<file path="config.mk">
export PLATFORM = sky130hd
export DESIGN_NAME = rr_arbiter3
export DESIGN_NICKNAME = d
export VERILOG_FILES = /design/src/rtl/rr_arbiter3.sv
export SDC_FILE = /design/constraint.sdc
export NUM_CORES = 1
export LEC_CHECK = 0
export CORE_AREA = 2 2 52 54
export CTS_CLUSTER_DIAMETER = 120
export DETAILED_ROUTE_END_ITERATION = 6
export DIE_AREA = 0 0 54 56
export PLACE_DENSITY_LB_ADDON = 0.15
export REMOVE_ABC_BUFFERS = 1
export SKIP_CTS_REPAIR_TIMING = 1
export SYNTH_ARGS = -nofsm -noshare
export SYNTH_HDL_FRONTEND = slang
export SYNTH_SLANG_ARGS = --single-unit
</file>
<file path="constraint.sdc">
create_clock -name clk -period 1.8 [get_ports clk]
set_input_delay 0.36 -clock clk [delete_from_list [all_inputs] [get_ports clk]]
set_output_delay 0.36 -clock clk [all_outputs]
set_load 0.01 [all_outputs]
</file>
<file path="src/rtl/rr_arbiter3.sv">
// rr_arbiter3: round-robin arbiter granting one shared resource to three level requesters.
// Optional forced release after TIMEOUT cycles when ARB_TIMEOUT_EN is defined.
module rr_arbiter3 #(
   parameter int TIMEOUT = 8,
   parameter int CW      = $clog2(TIMEOUT + 1)
) (
   input  logic          clk,
   input  logic          rst_n,
   input  logic [2:0]    req,
   output logic [2:0]    grant,
   output logic          busy,
   output logic [1:0]    owner,
   output logic [CW-1:0] hold_cnt,
   output logic          timeout
);
   typedef enum logic {IDLE, GRANT} state_t;
   state_t        state_q, state_d;
   logic [2:0]    grant_q, grant_d;
   logic          busy_q, busy_d;
   logic [1:0]    owner_q, owner_d;
   logic [1:0]    ptr_q, ptr_d;
   logic [CW-1:0] hold_q, hold_d;
   logic          timeout_q, timeout_d;
   logic [1:0]    c1, c2, win;
   logic          to_hit;
`ifdef ARB_TIMEOUT_EN
   assign to_hit = hold_q == CW'(TIMEOUT);
`else
   assign to_hit = 1'b0;
`endif
   // Search order ptr+1, ptr+2, then the previous winner last.
   always_comb begin
      c1  = ptr_q == 2'd2 ? 2'd0 : ptr_q + 2'd1;
      c2  = c1 == 2'd2 ? 2'd0 : c1 + 2'd1;
      win = req[c1] ? c1 : req[c2] ? c2 : ptr_q;
   end
   always_comb begin
      state_d   = state_q;
      grant_d   = grant_q;
      owner_d   = owner_q;
      ptr_d     = ptr_q;
      hold_d    = hold_q;
      timeout_d = 1'b0;
      if (state_q == IDLE) begin
         if (|req) begin
            grant_d = 3'b001 << win;
            owner_d = win;
            ptr_d   = win;
            hold_d  = CW'(1);
            state_d = GRANT;
         end
      end else if (!req[owner_q] || to_hit) begin
         grant_d   = 3'b000;
         owner_d   = 2'd3;
         hold_d    = '0;
         timeout_d = req[owner_q] & to_hit;
         state_d   = IDLE;
      end else begin
         hold_d = &hold_q ? hold_q : hold_q + CW'(1);
      end
      busy_d = |grant_d;
   end
   always_ff @(posedge clk) begin
      if (!rst_n) begin
         state_q   <= IDLE;
         grant_q   <= 3'b000;
         busy_q    <= 1'b0;
         owner_q   <= 2'd3;
         ptr_q     <= 2'd2;
         hold_q    <= '0;
         timeout_q <= 1'b0;
      end else begin
         state_q   <= state_d;
         grant_q   <= grant_d;
         busy_q    <= busy_d;
         owner_q   <= owner_d;
         ptr_q     <= ptr_d;
         hold_q    <= hold_d;
         timeout_q <= timeout_d;
      end
   end
   assign grant    = grant_q;
   assign busy     = busy_q;
   assign owner    = owner_q;
   assign hold_cnt = hold_q;
   assign timeout  = timeout_q;
endmodule

</file>
Yosys cells after proc, flatten, opt, wreduce, memory -nomap -nowiden. Index checks and enable logic that the tools add are counted.

Flip-flop bits (word level): 13. Input port bits: 5. Output and inout port bits: 11. Logic and storage cells: 48.

$add $sub $neg: 3. Order comparisons: 3. Equal/unequal tests: 4. Shift-type cells: 1. Muxes and demuxes: 23. Bitwise logic cells: 1. Reduce and logical (&&, ||, !) cells: 7.

Operator list (number): $mux 4 (4); $mux 2 (7); $lt 2x3->1 const B (3); $mux 3 (3); $bmux 1 s2 (3); $mux 1 (6); $reduce_and 2->1 (3); $reduce_or 3->1 (2); $add 2x1->2 const B (2); $add 4x1->4 const B (1); $eq 2x2->1 const B (2); $reduce_and 4->1 (1); $ne 3x3->1 const B (1); $shl 1x2->3 const A (1); $ne 2x2->1 const B (1); $reduce_bool 2->1 (1); $not 1->1 (1).

Depth between registers and ports, before layout. Gate-level depths: netlist (run 1).

Word-level depth: 12. Depth in mapped cells: 5. Mapped depth without buffers: 5.

Worst setup path before layout (run 1). Ideal clock, no wire load.

Path type: input -> register. Start: in req[1]. End: reg hold_q[2], in the netlist hold_cnt[2]. Library setup time: 0.087 ns. Data arrival time: 1.307 ns. Data required time: 1.713 ns. Setup slack: 0.406 ns. Cell stages on the path: 4. Path buffers: 1. Cells stage by stage: buf_4 > nor4_4 > a21oi_2 > nor4b_2.

Longest elaborated chain between the ends: 4. Elaborated cells on any way between the ends: 8. Classes of those cells: eq/ne (1); mux (4); reduce/logical (3).

RTL lines: start, declared (RTL line 9) `input logic [2:0] req,`; $bmux 1 s2; $mux 1 (not written as such) (RTL line 52) `end else if (!req[owner_q] || to_hit) begin`; $ne 3x3->1 (no source line) / $mux 4 (equally long branches); $reduce_and 2->1 (no source line) / $mux 4 (equally long branches); end signal, assigned (RTL line 78) `hold_q <= hold_d;`; end, declared (RTL line 22) `logic [CW-1:0] hold_q, hold_d;`.

Parallel ways exist; a longest one is shown, timed or not. The select of a mux whose other input is x is not followed. A chain may end at the register's enable or synchronous reset.

Worst setup path after layout (run 1).
Start: in req[1]. End: reg owner_q[1], in the netlist owner[1].

Longest elaborated chain between the ends: 6. Elaborated cells on any way between the ends: 14. Classes of those cells: eq/ne (1); mux (10); reduce/logical (3).

RTL lines: $bmux 1 s2 (RTL line 35) `win = req[c1] ? c1 : req[c2] ? c2 : ptr_q;`; $mux 1 (not written as such) (RTL line 35); $mux 2 (2 in a row) (RTL line 35); $mux 2 (RTL line 45) `if (|req) begin`; $mux 2 (RTL line 44) `if (state_q == IDLE) begin`; end signal, assigned (RTL line 76) `owner_q <= owner_d;`; end, declared (RTL line 20) `logic [1:0] owner_q, owner_d;`.

Parallel ways exist; a longest one is shown, timed or not. The select of a mux whose other input is x is not followed.

==> impl_metrics.tcl, run 1 <==
set metrics [dict create \
    overflow 0 \
    yosys_warnings 0 \
    synthTopCellsByArea "dfxtp_1, nand2_1, nor2_1" \
    drt-initial-drc-count 17 \
    met3_length_um 61 \
    die_x_um 54 \
    finalCriticalPeriod_ns 1.676 \
    clk_pin_slew_worst_paths_ns 0.08 \
    crit_chain "clkdlybuf4s50_1 -> or2b_1 -> a31oi_1 -> nor2_1 -> a211o_1" \
    rsz0062_at_grt "no" \
    routed_wl_mm 1.693 \
    numClockSinks 13 \
    ioPinCount 16 \
    cts_buffers 3 \
    max_stage_delay_ns 0.60 \
    cp-startpoint "req[1]" \
    path_buf_inv 1 \
    cp_max_fo 5 \
    crit_required_ns 1.97 \
    yosysTopAreaCell "dfxtp_1" \
    dp.cells 135 \
    rrSetupSlack_ns 0.44 \
    htreeDepth 1 \
    internal_power_uw 500.5 \
    nets 116 \
    dr_total_vias 693 \
    numPortBuffers 14 \
    antenna_left 0 \
    max_freq_mhz 596.7 \
    ys_types 34 \
    seq_area_frac_synth_pct 36.30 \
    place.gp.congestion 0.8094 \
    grt_max_degree 12 \
    top_layer_used "met4" \
    finalNonFillerCells 139 \
    rows 18 \
    crit_path_end_kind "register" \
    grt_pass1_wl_mm 2.697 \
    cts_tree "yes" \
    cpMaxStageDelayCell "clkdlybuf4s50_1" \
    dp_hpwl_mm 1.287 \
    antenna_found_initial 0 \
    synth-compound-area-share_pct 16.75 \
    cp.arrival_ns 1.84 \
    post-place-ws_ns -0.1743 \
    synth-adder-area-share_pct 1.745 \
    dieHeight_um 56 \
    drc 0 \
    power_uw 710.3 \
    synth_area_sq_um 716.9 \
    fillCellCount 257 \
    yosysTopAreaCellShare_pct 36.30 \
    critPathTopFamily "buffers and inverters" \
    drv_slew 0 \
    drive_gt1_share_pct 18.35 \
    start_util_pct 29.48 \
    swShare_pct 29.54 \
    synth_top_family_by_area "simple AND/OR/NAND/NOR gates" \
    clockBufferDepth 2 \
    setup-tns-final_ns 0 \
    leakagePower_uw 0.0003894 \
    muxShareOfSynthArea_pct 1.396 \
    core-area_sq_um 2432 \
    drt-met1-wl_um 885 \
    wl_met2_um 730 \
    syn_to_final_growth_pct 34.73 \
    track_usage_pct 12.09 \
    finClkSkew_ns 0.003919 \
    finalSetupViolations 0 \
    root_buffer "clkbuf_4" \
    synth.avg_cell_area_sq_um 8.435 \
    clock_latency_ns 0.27 \
    path_depth 5 \
    synthXorXnorAreaFrac_pct 0 \
    setup_slack_ns 0.1242 \
    fin_crit_sh_pct 93.10 \
    antenna_cells 0 \
    synth_cells 85 \
    crit_type "input pin to register" \
    dieArea_sq_um 3024 \
    power_density_nw_per_um2 735.4 \
    yosys.area_share.simple_pct 37.00 \
    netSwitchingPower_uw 209.8 \
    r2r_start "hold_cnt[0]$_SDFFE_PN0P_" \
    wl_per_cell_um 12.18 \
    combPwrFrac_pct 26.4 \
    hold_viol 0 \
    avgViaCountPerCell 4.986 \
    p_seq_share_pct 48.3 \
    synth_seq_cells 13 \
    drt_pass1_iterations 3 \
    reg2reg_to "hold_cnt[0]$_SDFFE_PN0P_" \
    pwr-share-clk_pct 25.2 \
    status "finished clean" \
    endpoint "owner[1]$_SDFFE_PN1P_" \
    crit_path_start_kind "input pin" \
    maxCapViolCount 0 \
    grt_pass1_vias 629 \
    ir_drop_mv 0.4552 \
    reg2reg_depth 5 \
    hp-class "register to register" \
]
power by group through the flow:
stage / logic, uW / registers (uW) / clock network (uW)
final: 188 / 343 / 179
after global routing: 208 / 349 / 203
after CTS: 189 / 344 / 192
after detailed placement: 188 / 350 / 0
after global placement: 188 / 351 / 0
after floorplan: 81.4 / 354 / 0
area by class of cell:
cell class / instances / area [sq um] / share of cell area (%)
Clock buffer: 4 / 26.28 / 2.720
Inverter: 2 / 7.507 / 0.7772
Multi-Input combinational cell: 65 / 411.6 / 42.62
Sequential cell: 13 / 260.3 / 26.94
Tap cell: 30 / 37.54 / 3.886
Timing Repair Buffer: 25 / 222.7 / 23.06
per-stage QoR:
step	utilization (%)	cell area [sq um]	hold WS, ns
2_1_floorplan	-	679.4	0.4362
4_1_cts	39.71	965.9	0.4870
3_5_place_dp	38.63	939.7	0.4757
5_1_grt	39.71	965.9	0.5395
6_report	39.71	965.9	0.4922
3_3_place_gp	38.63	939.7	0.4754
cell usage after synthesis, drive strengths merged:
| cell | n |
|---|---|
| dfxtp | 13 |
| nand2 | 10 |
| nor2 | 9 |
| nand3 | 6 |
| o21ai | 6 |
| and3 | 4 |
| buf | 4 |
| nor4b | 4 |
| nor3 | 3 |
| a21oi | 2 |
| inv | 2 |
| nand3b | 2 |
| o211ai | 2 |
| o22ai | 2 |
| a211o | 1 |
| a21boi | 1 |
| a31oi | 1 |
| and2b | 1 |
| clkbuf | 1 |
| conb | 1 |
| ha | 1 |
| mux2i | 1 |
| nor3b | 1 |
| nor4 | 1 |
| nor4bb | 1 |
| o31ai | 1 |
| o32a | 1 |
| o32ai | 1 |
| or2 | 1 |
| or2b | 1 |
kinds of logic (layout without fill, tap and decap cells):
logic type,Yosys count,in the layout
buffers and inverters,7,31
other,1,1
multiplexers,1,1
AO/OA/AOI/OAI,18,18
adder cells (fa/ha/maj),1,1
flip-flops,13,13
AND/OR/NAND/NOR,44,44
how the worst min path moves through the flow:
| stage | from | endpoint | slack (ns) | cells after the start |
|---|---|---|---|---|
| 3_3_place_gp | grant[2]$_SDFF_PN0_ | grant[2]$_SDFF_PN0_ | 0.48 | 2 |
| 3_5_place_dp | grant[2]$_SDFF_PN0_ | grant[2]$_SDFF_PN0_ | 0.48 | 2 |
| 2_1_floorplan | rst_n | ptr_q[1]$_SDFFE_PN1P_ | 0.44 | 1 |
| 4_1_cts | grant[2]$_SDFF_PN0_ | grant[2]$_SDFF_PN0_ | 0.49 | 2 |
| 6_report | grant[2]$_SDFF_PN0_ | grant[2]$_SDFF_PN0_ | 0.49 | 2 |
| 5_1_grt | hold_cnt[1]$_SDFFE_PN0P_ | hold_cnt[1]$_SDFFE_PN0P_ | 0.54 | 2 |
cell usage in the layout, fill, tap and decap left out:
cell	n
clkdlybuf4s50_1	14
dfxtp_1	13
buf_4	11
nand2_1	10
nor2_1	9
nand3_1	6
o21ai_0	5
and3_1	4
nor3_1	3
clkbuf_4	3
nand3b_1	2
inv_1	2
nor4b_2	2
o211ai_1	2
nor4b_1	2
o22ai_1	2
mux2i_1	1
o21ai_1	1
nor4_4	1
a21oi_2	1
nor4bb_1	1
a21oi_1	1
or2b_1	1
o31ai_1	1
nor3b_1	1
a31oi_1	1
or2_2	1
a211o_1	1
and2b_2	1
o32a_1	1
o32ai_1	1
a21boi_0	1
ha_1	1
conb_1	1
clkbuf_1	1
flip-flops by register name, indices dropped and copies added, names as in the netlist:
register and cells:
ptr_q 2, hold_cnt 4, busy 1, state_q 1, owner 2, grant 3
routing by layer:
layer,GRT usage (%),vias up
met3,3.495,2
met5,0,-
met2,16.90,10
li1,-,359
met4,5.357,0
met1,16.83,322
worst min-delay path: cells and delay by family (launching register included):
family             cells  cell delay [ns]
DFF                    1             0.33
AOI/OAI and AO/OA      1             0.06
and+or+nand+nor        1             0.05
(Power assumes the default switching activity.)
==> inputs of run 2 (changes only) <==
--- a/config.mk
+++ b/config.mk
@@ -7,11 +7,13 @@
 export LEC_CHECK = 0
 export CORE_AREA = 2 2 52 54
 export CTS_CLUSTER_DIAMETER = 120
+export CTS_CLUSTER_SIZE = 25
 export DETAILED_ROUTE_END_ITERATION = 6
 export DIE_AREA = 0 0 54 56
 export PLACE_DENSITY_LB_ADDON = 0.15
 export REMOVE_ABC_BUFFERS = 1
 export SKIP_CTS_REPAIR_TIMING = 1
+export SLEW_MARGIN = 20
 export SYNTH_ARGS = -nofsm -noshare
 export SYNTH_HDL_FRONTEND = slang
 export SYNTH_SLANG_ARGS = --single-unit
==> results of run 2 <==
Final layout, timing and power as in run 1 (identical DEF).
